`config.mk`:
```
export PLATFORM = sky130hd
export DESIGN_NAME = new_usb_frametimer_flat
export DESIGN_NICKNAME = d
export VERILOG_FILES = /design/src/rtl/new_usb_ohci_pkg.sv /design/src/rtl/new_usb_frametimer_if.sv /design/src/rtl/new_usb_frametimer.sv /design/src/flat_wrapper.sv
export SDC_FILE = /design/constraint.sdc
export NUM_CORES = 1
export LEC_CHECK = 0
export ABC_AREA = 0
export CAP_MARGIN = 30
export CELL_PAD_IN_SITES_DETAIL_PLACEMENT = 1
export CELL_PAD_IN_SITES_GLOBAL_PLACEMENT = 1
export CORE_MARGIN = 2
export CORE_UTILIZATION = 37
export CTS_BUF_LIST = sky130_fd_sc_hd__clkbuf_4
export DETAILED_ROUTE_END_ITERATION = 8
export PLACE_DENSITY_LB_ADDON = 0.3
export SLEW_MARGIN = 20
export SYNTH_ARGS = -nofsm -noshare
export SYNTH_HDL_FRONTEND = slang
export SYNTH_SLANG_ARGS = --single-unit
```
`constraint.sdc`:
```
create_clock -name clk_i -period 6.6 [get_ports clk_i]
set_clock_uncertainty 0.1 [all_clocks]
set_input_delay 0.66 -clock clk_i [delete_from_list [all_inputs] [get_ports clk_i]]
set_output_delay 0.66 -clock clk_i [all_outputs]
set_load 0.03 [all_outputs]
```
`src/rtl/new_usb_ohci_pkg.sv`:
```
// -----------------------------------------------------------------------------
// new_usb_ohci_pkg
//
// Purpose : Shared constants and types for the OHCI host-controller frame
//           timing logic. It holds the field widths, the register reset
//           defaults, and the frame-timer state encoding.
//
// Contents:
//   FrWidth / FnWidth / LstWidth  - field widths for FmInterval/FmRemaining/
//                                   PeriodicStart, FmNumber and LSThreshold
//   FmIntervalDefault             - HcFmInterval.FI reset value (12000 bit times - 1)
//   PeriodicStartDefault          - HcPeriodicStart.PS typical value (90 % of a frame)
//   LsThresholdDefault            - HcLSThreshold.LST reset value
//   ft_state_e                    - frame timer run state
// -----------------------------------------------------------------------------
package new_usb_ohci_pkg;

    localparam int FrWidth  = 14;
    localparam int FnWidth  = 16;
    localparam int LstWidth = 12;

    localparam int FmIntervalDefault    = 11999;
    localparam int PeriodicStartDefault = 10800;
    localparam int LsThresholdDefault   = 1576;

    // FT_IDLE means "not started". The first tick after run_i rises reloads
    // the frame counter instead of decrementing it.
    typedef enum logic {
        FT_IDLE = 1'b0,
        FT_RUN  = 1'b1
    } ft_state_e;

endpackage : new_usb_ohci_pkg

```
`src/rtl/new_usb_frametimer_if.sv`:
```
// -----------------------------------------------------------------------------
// new_usb_frametimer_if
//
// Purpose : Groups the frame timer's control, register and event signals.
//           The master side is the HC operational-register block and list
//           service. The slave side is the frame timer.
//
// Signals (directions as seen by the slave / frame timer):
//   run_i            in   HC is in USBOPERATIONAL
//   tick_i           in   one-cycle 12 MHz bit-time strobe
//   fi_i, fit_i      in   HcFmInterval.FI / .FIT
//   ps_i             in   HcPeriodicStart.PS
//   lst_i            in   HcLSThreshold.LST
//   periodic_done_i  in   periodic list exhausted this frame (pulse)
//   fr_o, frt_o      out  HcFmRemaining.FR / .FRT
//   fn_o             out  HcFmNumber.FN
//   frame_periodic_o out  1 = periodic list context
//   sof_o, fno_o     out  SOF and frame-number-overflow pulses
//   below_lst_o      out  remaining time below LS threshold
//   so_o, soc_o      out  schedule-overrun pulse / saturating count
// -----------------------------------------------------------------------------
interface new_usb_frametimer_if #(
    parameter int FrWidth  = new_usb_ohci_pkg::FrWidth,
    parameter int FnWidth  = new_usb_ohci_pkg::FnWidth,
    parameter int LstWidth = new_usb_ohci_pkg::LstWidth
);

    logic                run_i;
    logic                tick_i;
    logic [FrWidth-1:0]  fi_i;
    logic                fit_i;
    logic [FrWidth-1:0]  ps_i;
    logic [LstWidth-1:0] lst_i;
    logic                periodic_done_i;

    logic [FrWidth-1:0]  fr_o;
    logic                frt_o;
    logic [FnWidth-1:0]  fn_o;
    logic                frame_periodic_o;
    logic                sof_o;
    logic                fno_o;
    logic                below_lst_o;
    logic                so_o;
    logic [1:0]          soc_o;

    modport master (
        output run_i, tick_i, fi_i, fit_i, ps_i, lst_i, periodic_done_i,
        input  fr_o, frt_o, fn_o, frame_periodic_o, sof_o, fno_o,
               below_lst_o, so_o, soc_o
    );

    modport slave (
        input  run_i, tick_i, fi_i, fit_i, ps_i, lst_i, periodic_done_i,
        output fr_o, frt_o, fn_o, frame_periodic_o, sof_o, fno_o,
               below_lst_o, so_o, soc_o
    );

endinterface : new_usb_frametimer_if

```
`src/rtl/new_usb_frametimer.sv`:
```
// -----------------------------------------------------------------------------
// new_usb_frametimer
//
// Purpose : OHCI frame timer. It counts full-speed bit times from a
//           synchronised 12 MHz tick and maintains HcFmRemaining and
//           HcFmNumber. It decides when the periodic list context starts
//           (FR at or below HcPeriodicStart) and when it ends (list service
//           reports the periodic list done). It emits SOF and
//           frame-number-overflow pulses, and flags when the remaining frame
//           time is below HcLSThreshold.
//
// Ports   :
//   clk_i  in  SoC clock
//   rst_i  in  synchronous, active-high reset
//   bus    slave modport of new_usb_frametimer_if (see that file)
//
// Build option:
//   NEWUSB_SCHED_OVERRUN_EN - when defined, a frame boundary reached while
//   still in periodic context raises so_o (aligned with sof_o) and bumps the
//   2-bit saturating count soc_o. When undefined, so_o/soc_o are tied to 0.
// -----------------------------------------------------------------------------
module new_usb_frametimer
    import new_usb_ohci_pkg::*;
#(
    parameter int FrWidth  = new_usb_ohci_pkg::FrWidth,
    parameter int FnWidth  = new_usb_ohci_pkg::FnWidth,
    parameter int LstWidth = new_usb_ohci_pkg::LstWidth
) (
    input  logic                 clk_i,
    input  logic                 rst_i,
    new_usb_frametimer_if.slave  bus
);

    ft_state_e          state_q, state_d;
    logic [FrWidth-1:0] fr_q, fr_d;
    logic               frt_q, frt_d;
    logic [FnWidth-1:0] fn_q, fn_d;
    logic               entered_q, entered_d;
    logic               periodic_q, periodic_d;
    logic               sof_q, sof_d;
    logic               fno_q, fno_d;
    logic               below_lst_q, below_lst_d;

    logic [FrWidth-1:0] fr_dec;
    logic [FnWidth-1:0] fn_inc;
    logic               done_exit;

`ifdef NEWUSB_SCHED_OVERRUN_EN
    logic               so_q, so_d;
    logic [1:0]         soc_q, soc_d;
`endif

    assign fr_dec = fr_q - FrWidth'(1);
    assign fn_inc = fn_q + FnWidth'(1);

    // Periodic context ends only when the list service reports it empty
    // while we are actually in periodic context. A stray done is ignored.
    assign done_exit = bus.periodic_done_i && periodic_q;

    // -------------------------------------------------------------------------
    // Next-state / output logic
    // -------------------------------------------------------------------------
    always_comb begin
        // NOTE: every variable gets a default before any branch. A path that
        // leaves one unassigned would infer a latch.
        state_d    = state_q;
        fr_d       = fr_q;
        frt_d      = frt_q;
        fn_d       = fn_q;
        entered_d  = entered_q;
        periodic_d = periodic_q;
        sof_d      = 1'b0;
        fno_d      = 1'b0;
`ifdef NEWUSB_SCHED_OVERRUN_EN
        so_d       = 1'b0;
        soc_d      = soc_q;
`endif

        // Compare at 32 bits so the widths of FR and LST need not match.
        below_lst_d = (32'(fr_q) < 32'(bus.lst_i));

        if (!bus.run_i) begin
            // Suspended: counters and context freeze. The next run starts a
            // fresh frame from FI.
            state_d = FT_IDLE;
        end else if (bus.tick_i) begin
            if (state_q == FT_IDLE) begin
                // Start of operation: load a full frame and keep FN.
                state_d    = FT_RUN;
                fr_d       = bus.fi_i;
                frt_d      = bus.fit_i;
                entered_d  = 1'b0;
                periodic_d = 1'b0;
                sof_d      = 1'b1;
            end else if (fr_q == '0) begin
                // Frame boundary. The boundary clear wins over a coincident
                // periodic_done_i.
                fr_d       = bus.fi_i;
                frt_d      = bus.fit_i;
                fn_d       = fn_inc;
                entered_d  = 1'b0;
                periodic_d = 1'b0;
                sof_d      = 1'b1;
                fno_d      = fn_inc[FnWidth-1] ^ fn_q[FnWidth-1];
`ifdef NEWUSB_SCHED_OVERRUN_EN
                // The periodic list was still pending when the frame ran out.
                // A done arriving on the boundary cycle counts as finished.
                if (periodic_q && !bus.periodic_done_i) begin
                    so_d = 1'b1;
                    if (soc_q != 2'd3) begin
                        soc_d = soc_q + 2'd1;
                    end
                end
`endif
            end else begin
                fr_d = fr_dec;
                // Test against the post-decrement value so that the context is
                // set in the same cycle FR takes it. Entry beats a coincident
                // done.
                if (!entered_q && (fr_dec <= bus.ps_i)) begin
                    periodic_d = 1'b1;
                    entered_d  = 1'b1;
                end else if (done_exit) begin
                    periodic_d = 1'b0;
                end
            end
        end else if (done_exit) begin
            periodic_d = 1'b0;
        end
    end

    // -------------------------------------------------------------------------
    // State registers
    // -------------------------------------------------------------------------
    // NOTE: reset is synchronous. rst_i is only looked at on the clock edge,
    // so it is not in the sensitivity list.
    always_ff @(posedge clk_i) begin
        if (rst_i) begin
            state_q     <= FT_IDLE;
            fr_q        <= '0;
            frt_q       <= 1'b0;
            fn_q        <= '0;
            entered_q   <= 1'b0;
            periodic_q  <= 1'b0;
            sof_q       <= 1'b0;
            fno_q       <= 1'b0;
            below_lst_q <= 1'b0;
        end else begin
            // NOTE: non-blocking assignments. Every register samples the
            // pre-edge values, whatever order the statements are in.
            state_q     <= state_d;
            fr_q        <= fr_d;
            frt_q       <= frt_d;
            fn_q        <= fn_d;
            entered_q   <= entered_d;
            periodic_q  <= periodic_d;
            sof_q       <= sof_d;
            fno_q       <= fno_d;
            below_lst_q <= below_lst_d;
        end
    end

`ifdef NEWUSB_SCHED_OVERRUN_EN
    always_ff @(posedge clk_i) begin
        if (rst_i) begin
            so_q  <= 1'b0;
            soc_q <= 2'd0;
        end else begin
            so_q  <= so_d;
            soc_q <= soc_d;
        end
    end

    assign bus.so_o  = so_q;
    assign bus.soc_o = soc_q;
`else
    assign bus.so_o  = 1'b0;
    assign bus.soc_o = 2'd0;
`endif

    assign bus.fr_o             = fr_q;
    assign bus.frt_o            = frt_q;
    assign bus.fn_o             = fn_q;
    assign bus.frame_periodic_o = periodic_q;
    assign bus.sof_o            = sof_q;
    assign bus.fno_o            = fno_q;
    assign bus.below_lst_o      = below_lst_q;

endmodule : new_usb_frametimer

```
`src/flat_wrapper.sv`:
```
// flat-port wrapper written by rule: the top's interface ports become plain ports
module new_usb_frametimer_flat import new_usb_ohci_pkg::*;
#(
    parameter int FrWidth  = new_usb_ohci_pkg::FrWidth,
    parameter int FnWidth  = new_usb_ohci_pkg::FnWidth,
    parameter int LstWidth = new_usb_ohci_pkg::LstWidth
)
  (clk_i, rst_i, bus_run_i, bus_tick_i, bus_fi_i, bus_fit_i, bus_ps_i, bus_lst_i, bus_periodic_done_i, bus_fr_o, bus_frt_o, bus_fn_o, bus_frame_periodic_o, bus_sof_o, bus_fno_o, bus_below_lst_o, bus_so_o, bus_soc_o);
  new_usb_frametimer_if #(.FrWidth(FrWidth), .FnWidth(FnWidth), .LstWidth(LstWidth)) bus_i ();
  input  logic clk_i;
  input  logic rst_i;
  input wire logic [$bits(bus_i.run_i)-1:0] bus_run_i;
  input wire logic [$bits(bus_i.tick_i)-1:0] bus_tick_i;
  input wire logic [$bits(bus_i.fi_i)-1:0] bus_fi_i;
  input wire logic [$bits(bus_i.fit_i)-1:0] bus_fit_i;
  input wire logic [$bits(bus_i.ps_i)-1:0] bus_ps_i;
  input wire logic [$bits(bus_i.lst_i)-1:0] bus_lst_i;
  input wire logic [$bits(bus_i.periodic_done_i)-1:0] bus_periodic_done_i;
  output wire logic [$bits(bus_i.fr_o)-1:0] bus_fr_o;
  output wire logic [$bits(bus_i.frt_o)-1:0] bus_frt_o;
  output wire logic [$bits(bus_i.fn_o)-1:0] bus_fn_o;
  output wire logic [$bits(bus_i.frame_periodic_o)-1:0] bus_frame_periodic_o;
  output wire logic [$bits(bus_i.sof_o)-1:0] bus_sof_o;
  output wire logic [$bits(bus_i.fno_o)-1:0] bus_fno_o;
  output wire logic [$bits(bus_i.below_lst_o)-1:0] bus_below_lst_o;
  output wire logic [$bits(bus_i.so_o)-1:0] bus_so_o;
  output wire logic [$bits(bus_i.soc_o)-1:0] bus_soc_o;
  assign bus_i.run_i = bus_run_i;
  assign bus_i.tick_i = bus_tick_i;
  assign bus_i.fi_i = bus_fi_i;
  assign bus_i.fit_i = bus_fit_i;
  assign bus_i.ps_i = bus_ps_i;
  assign bus_i.lst_i = bus_lst_i;
  assign bus_i.periodic_done_i = bus_periodic_done_i;
  assign bus_fr_o = bus_i.fr_o;
  assign bus_frt_o = bus_i.frt_o;
  assign bus_fn_o = bus_i.fn_o;
  assign bus_frame_periodic_o = bus_i.frame_periodic_o;
  assign bus_sof_o = bus_i.sof_o;
  assign bus_fno_o = bus_i.fno_o;
  assign bus_below_lst_o = bus_i.below_lst_o;
  assign bus_so_o = bus_i.so_o;
  assign bus_soc_o = bus_i.soc_o;
  new_usb_frametimer #(.FrWidth(FrWidth), .FnWidth(FnWidth), .LstWidth(LstWidth)) u_core (.clk_i(clk_i), .rst_i(rst_i), .bus(bus_i));
endmodule
```
==> results.ini, run 1 <==
[clock_network]
cts.repair.resized=0
cts_sinks=37
clock_latency_ns=0.35
tritoncts=done
ctsHtreeMaxLevel=2
ctsLongestPathBuffers=2
hold_buffers=0
cts_root_cell=sky130_fd_sc_hd__clkbuf_4
postCtsSetupBuffers=0
path_clk_slew_ns=0.13
cts_inserted_buffers=5

[die]
initial_core_util_pct=38.4
placeableCoreArea_um2=6790
fp.dieArea_um2=7740
floorplan.io_pins=84
placementRows=30
floorplan.die.width_um=88.0
die_h_um=88.0

[layout]
leading_cell_types_in_the_layout_fill_and_taps_excluded=sky130_fd_sc_hd__clkdlybuf4s50_1 (80), sky130_fd_sc_hd__inv_1 (37), sky130_fd_sc_hd__dfxtp_1 (37)
synthToLayoutAreaGrowth_pct=35.2
post-route-cell-area_um2=3530
design.final.nets=475
fin_util_pct=52.0
post_layout_nonfiller_instances=499
multiInputGateArea_um2=1670
layout.cells.most_common=sky130_fd_sc_hd__clkdlybuf4s50_1
number_of_antenna_repair_diodes=0
regArea_um2=741
final.fill_count=839
post_route_cells_drive_above_1_share_pct=4.47

[synth]
synthArstFlopShare_pct=0
post_synth_instance_area_um2=2610
post_synthesis_cell_type_count=56
synthCells=327
yosys_register_bits=37
synth_seq_area_share_pct=28.4
synth_warnings=0
post-synth-top-area-cell=sky130_fd_sc_hd__dfxtp_1
synth_top_cells_by_area=sky130_fd_sc_hd__dfxtp_1 (28%), sky130_fd_sc_hd__ha_1 (13%), sky130_fd_sc_hd__inv_1 (5.3%)
postSynth.topFlopCell=sky130_fd_sc_hd__dfxtp_1
syn_area_per_cell_um2=7.98
netlist.area_leader.share_pct=28.4
number_of_flops_mapped_to_enable_cells_by_yosys=0

[timing]
grt_setup_unrepaired=false
fin_hold_ws_ns=0.415
fin_setup_tns_ns=0
max_freq_mhz=293
layout_min_cycle_time_ns=3.41
slew_viol_final=0
report.final.hold_viol_count=0
period_share_pct=51.7
report.final.setup_viol=0
worstMarginPinSlew_ns=0.811
slew_headroom_pct=45.1

[routing]
postRouteAntennaNets=0
viasPerCell=5.34
drt_first_pass_iters=4
detail_route.iter0.violations=89
wirelength_um=7900
vias=2666
drc=0
avgRoutedWirePerCell_um=15.8

[power]
vdd.ir_drop.worst_mv=0.0755
powerDensity_nw_per_um2=182
power_leakage_uw=0.00145

[setup_path]
cp_slowest_cell=sky130_fd_sc_hd__nor4b_1
timing.reg2reg.worst_path_depth=12
critical_path.endpoint_type=flip-flop
worst-endpoint-required_ns=6.75
slowest_delay_ns=0.68
r2r_setup_slack_ns=3.19
crit_type=reg2reg
worstReg2RegStart=u_core.bus.fr_o[0]
worst_ep_arrival_time_ns=3.56
crit_path_start_kind=flip-flop
critical_path_peak_fanout=6
cell_by_cell_listing_of_the_critical_path=inv_1 -> ha_1 -> nor4b_1 -> nand2_1 -> nor3_1 -> xor2_1 -> ha_1 -> nand4_1 -> a211oi_1 -> o41a_1 -> nor3_1 -> o31a_1
regToRegEndpoint=u_core.entered_q

[global_routing]
antenna_found_initial=0
grt_util_all_layers_pct=21.4
grt_pass1_wl_um=13000
grt_max_degree=38
first_global_vias=2725
overflow=0

[place]
place_area_um2=3470
finalWeightedCongestion=0.882
number_of_buffer_cells_added_on_primary_ports=80
numPlacedInstances=491
detailedPlacementHpwl_um=6250

[worst_hold_path]
min-delay-start=u_core.bus.frame_periodic_o
min_delay_path_depth=2
min_to=u_core.bus.frame_periodic_o
hold_path_class=reg2reg

[run_status]
run_status=completed

[run]
max_cap_viol_count=0

-- cells by family (layout without fill, tap and decap cells) --
family	after synthesis	in the layout	synth area share [%]
AO/OA/AOI/OAI	57	57	16.3
XOR/XNOR	23	23	7.72
adder cells (fa/ha/maj)	27	27	12.9
buffers and inverters	52	126	8.05
flip-flops	37	37	28.4
multiplexers	2	2	0.767
other	1	3	0.144
AND/OR/NAND/NOR	128	128	25.6
-- cells in the mapped netlist, types with 4 or more instances --
library cell,instances
sky130_fd_sc_hd__xor2_1,8
sky130_fd_sc_hd__clkbuf_1,9
sky130_fd_sc_hd__a21oi_1,13
sky130_fd_sc_hd__dfxtp_1,37
sky130_fd_sc_hd__nand3_1,10
sky130_fd_sc_hd__xnor2_1,15
sky130_fd_sc_hd__nor3_1,15
sky130_fd_sc_hd__nand2_1,23
sky130_fd_sc_hd__or3_1,4
sky130_fd_sc_hd__o21ai_0,10
sky130_fd_sc_hd__nor2_1,33
sky130_fd_sc_hd__a222oi_1,4
sky130_fd_sc_hd__nand4_1,9
sky130_fd_sc_hd__inv_1,37
sky130_fd_sc_hd__a21o_1,4
sky130_fd_sc_hd__nor4_1,11
sky130_fd_sc_hd__ha_1,27
-- worst max path at each step --
stage	slack, ns	end	start
floorplan	3.50	u_core.entered_q	u_core.bus.fr_o[0]
global placement	3.41	u_core.entered_q	u_core.bus.fr_o[2]
detailed placement	3.20	u_core.entered_q	u_core.bus.fr_o[0]
CTS	3.19	u_core.entered_q	u_core.bus.fr_o[0]
global route	2.92	u_core.entered_q	u_core.bus.fr_o[0]
finish	3.19	u_core.entered_q	u_core.bus.fr_o[0]
-- power breakdown --
part	total [uW]	internal, uW	switching [uW]
Combinational	259	115	144
Sequential	257	235	22.0
Clock	127	40.3	86.2
-- flip-flops by register name, summed over array words and instances (netlist names) --
name and cells:
u_core.bus.below_lst_o 1, u_core.bus.fn_o 16, u_core.bus.fno_o 1, u_core.bus.fr_o 14, u_core.bus.frame_periodic_o 1, u_core.bus.frt_o 1, u_core.bus.sof_o 1, u_core.entered_q 1
u_core.state_q 1
-- cell type report --
class	count	share of cell area, %
inverter	37	3.93
multi-input combinational	240	47.2
clock inverter	3	0.496
timing repair buffer	81	22.9
tap	96	3.40
sequential	37	21.0
clock buffer	5	1.06
-- metal layers --
layer | global-route usage, % | vias to the layer above | wire, um
li1 | - | 1308 | -
met1 | 27.2 | 1288 | 3580
met2 | 37.1 | 57 | 3890
met3 | 3.77 | 13 | 294
met4 | 6.43 | 0 | 133
met5 | 0 | - | 0
-- stage by stage --
stage | total power [uW] | setup WS, ns
after global placement | 513 | 3.41
after CTS | 648 | 3.19
after detailed placement | 522 | 3.20
after global routing | 688 | 2.92
final | 642 | 3.19
after floorplan | 430 | 3.50
-- critical path, delay by kind of cell (launching register included) --
kind / cells / cell delay [ns]
buffers and inverters: 1 / 0.11
adder cells (fa/ha/maj): 2 / 0.50
AND/OR/NAND/NOR: 5 / 1.39
XOR/XNOR: 1 / 0.13
AO/OA/AOI/OAI: 3 / 0.71
flip-flops: 1 / 0.37
Note: power is estimated with default switching activity, not from simulation.
==> inputs of run 2 (changes only) <==
- CORE_UTILIZATION: 37 -> 31
- clock period: 6.6 -> 2.77 ns (I/O delays scaled with it)
==> run 2 against run 1 <==
Effect of this change: the flow now finishes with violations (negative setup slack); count of clock-buffer cells in the layout did not move; power rose to 3.1 times the previous value; highest routed layer unchanged; combinational power rose to 3.5 times the previous value; die area rose by 18%; sequential power rose by 130%; critical path depth fell by 2; register-to-register slack got worse by 3.5 ns; clock power rose to 3.8 times the previous value; wire length rose by 16%; sequential cell count did not move; critical endpoint unchanged; first-iteration DRC count rose by 47%.
==> results.ini, run 2 (synthesis gave the netlist of run 1 again) <==
[layout]
post-route-cell-area_um2=4050  ; +15%
design.final.nets=518  ; +9.1%
layout.cells.most_common=sky130_fd_sc_hd__clkdlybuf4s50_1
synthToLayoutAreaGrowth_pct=55.2
number_of_antenna_repair_diodes=0  ; unchanged
largest_reg_flops=16  ; unchanged
post_route_cells_drive_above_1_share_pct=18.8  ; +14 points
leading_cell_types_in_the_layout_fill_and_taps_excluded=sky130_fd_sc_hd__clkdlybuf4s50_1 (80), sky130_fd_sc_hd__buf_4 (41), sky130_fd_sc_hd__inv_1 (37)

[global_routing]
antenna_found_initial=0  ; unchanged
grt_max_degree=20  ; -47%
grt_pass1_wl_um=14700  ; +13%
first_global_vias=2966  ; +8.8%
overflow=0  ; unchanged
grt_util_all_layers_pct=20.5  ; -0.94 points

[power]
powerDensity_nw_per_um2=490  ; +170%
vdd.ir_drop.worst_mv=0.188  ; +150%
power_leakage_uw=0.00172  ; +18%

[routing]
wirelength_um=9190  ; +16%
drt_first_pass_iters=5  ; +1
postRouteAntennaNets=0  ; unchanged
avgRoutedWirePerCell_um=16.7  ; +5.3%
detail_route.iter0.violations=131  ; +47%
viasPerCell=5.21  ; -2.4%
drc=0  ; unchanged
vias=2872  ; +7.7%

[die]
initial_core_util_pct=31.9  ; -6.5 points
placeableCoreArea_um2=8180  ; +20%
fp.dieArea_um2=9170  ; +18%
floorplan.io_pins=84  ; unchanged
placementRows=33  ; +10%
die_h_um=95.8  ; +8.8%
floorplan.die.width_um=95.8  ; +8.8%

[run]
max_cap_viol_count=0  ; unchanged

[place]
place_area_um2=3780  ; +8.8%
finalWeightedCongestion=0.826  ; -6.3%
dpl_worst_slack_ns=-0.270  ; -3.47 ns
number_of_buffer_cells_added_on_primary_ports=80  ; unchanged
detailedPlacementHpwl_um=6930  ; +11%

[timing]
final_critical_path_setup_slack_ns=-0.290  ; -3.48 ns
slew_headroom_pct=60.5  ; +15 points
layout_min_cycle_time_ns=3.06  ; -0.351 ns
report.final.hold_viol_count=0  ; unchanged
period_share_pct=110  ; +59 points
grt_setup_unrepaired=true
worstMarginPinSlew_ns=0.578  ; -0.233 ns
slew_viol_final=0  ; unchanged
max_freq_mhz=327  ; +11%
report.final.setup_viol=2  ; +2

[clock_network]
tritoncts=done
ctsHtreeMaxLevel=2  ; unchanged
hold_buffers=0  ; unchanged
ctsLongestPathBuffers=2  ; unchanged
clock_latency_ns=0.34  ; about the same
cts_sinks=37  ; unchanged
path_clk_slew_ns=0.13  ; about the same
cts_inserted_buffers=5  ; unchanged
cts_root_cell=sky130_fd_sc_hd__clkbuf_4

[setup_path]
cell_by_cell_listing_of_the_critical_path=or4_4 -> or3_4 -> nor3_4 -> xor2_2 -> ha_1 -> nand4_1 -> a211oi_2 -> o41a_1 -> nor3_1 -> o31a_1
crit_type=reg2reg
slowest_delay_ns=0.56  ; -0.12 ns
worst-path-buf-inv=0  ; -1
crit_start=u_core.bus.fr_o[1]
cp_slowest_cell=sky130_fd_sc_hd__or4_4
critical_path.endpoint_type=flip-flop
worst_ep_arrival_time_ns=3.19  ; -0.37 ns
worst-endpoint-required_ns=2.90  ; -3.85 ns
worstReg2RegStart=u_core.bus.fr_o[1]
crit_family=simple AND/OR/NAND/NOR gates
critical_path_peak_fanout=3  ; -3
crit_path_start_kind=flip-flop

[worst_hold_path]
hold_path_class=reg2reg
min-delay-start=u_core.bus.frame_periodic_o

[run_status]
run_status=complete, but fails checks
violations=negative setup slack

==> run 2: area by class of cell <==
type	count	area, um2
Fill cell	1000	4130
Tap cell	105	131
Clock inverter	3	65.1
Multi-Input combinational cell	240	1770
Inverter	37	139
Sequential cell	37	754
Clock buffer	5	37.5
Timing Repair Buffer	124	1150
==> run 2: final timing paths <==
kind | to | slack, ns | cells after the start
hold reg to reg | u_core.bus.frame_periodic_o | 0.39 | 2
setup / recovery | u_core.entered_q | -0.29 | 10
setup reg to reg | u_core.entered_q | -0.29 | 10
hold / removal | u_core.bus.frame_periodic_o | 0.39 | 2
==> run 2: power breakdown <==
| group | total [uW] | internal, uW | switching, uW |
|---|---|---|---|
| combinational | 918 | 451 | 467 |
| sequential | 589 | 563 | 26.7 |
| clock | 479 | 279 | 200 |
==> run 2: per-stage QoR <==
stage | utilization, % | setup TNS [ns] | hold slack, ns | std cells | total power (uW)
floorplan | - | -0.0932 | 0.276 | 329 | 1060
global placement | 46.2 | -0.309 | 0.381 | 534 | 1370
detailed placement | 46.2 | -0.454 | 0.389 | 534 | 1400
CTS | 48.6 | -0.359 | 0.386 | 547 | 1940
global route | 49.5 | -0.674 | 0.414 | 551 | 2100
finish | 49.5 | -0.458 | 0.389 | 551 | 1990
==> run 2: what timing repair did <==
action,4_1_cts,5_1_grt
buffers inserted,6,4
pin swaps,9,10
hold endpoints to repair,0,0
setup endpoints to repair,3,11
gates resized for setup,10,11
==> run 2: routing by layer <==
layer,track usage (%),wire (um)
met3,2.82,398
met1,26.3,4000
met5,0,0
met4,3.69,83
met2,36.9,4710
==> run 2: worst reg2reg max path: stages (launching register included) <==
cell	delay (ns)
sky130_fd_sc_hd__dfxtp_4	0.36
sky130_fd_sc_hd__or4_4	0.56
sky130_fd_sc_hd__or3_4	0.38
sky130_fd_sc_hd__nor3_4	0.15
sky130_fd_sc_hd__xor2_2	0.10
sky130_fd_sc_hd__ha_1	0.31
sky130_fd_sc_hd__nand4_1	0.22
sky130_fd_sc_hd__a211oi_2	0.24
sky130_fd_sc_hd__o41a_1	0.20
sky130_fd_sc_hd__nor3_1	0.05
sky130_fd_sc_hd__o31a_1	0.28
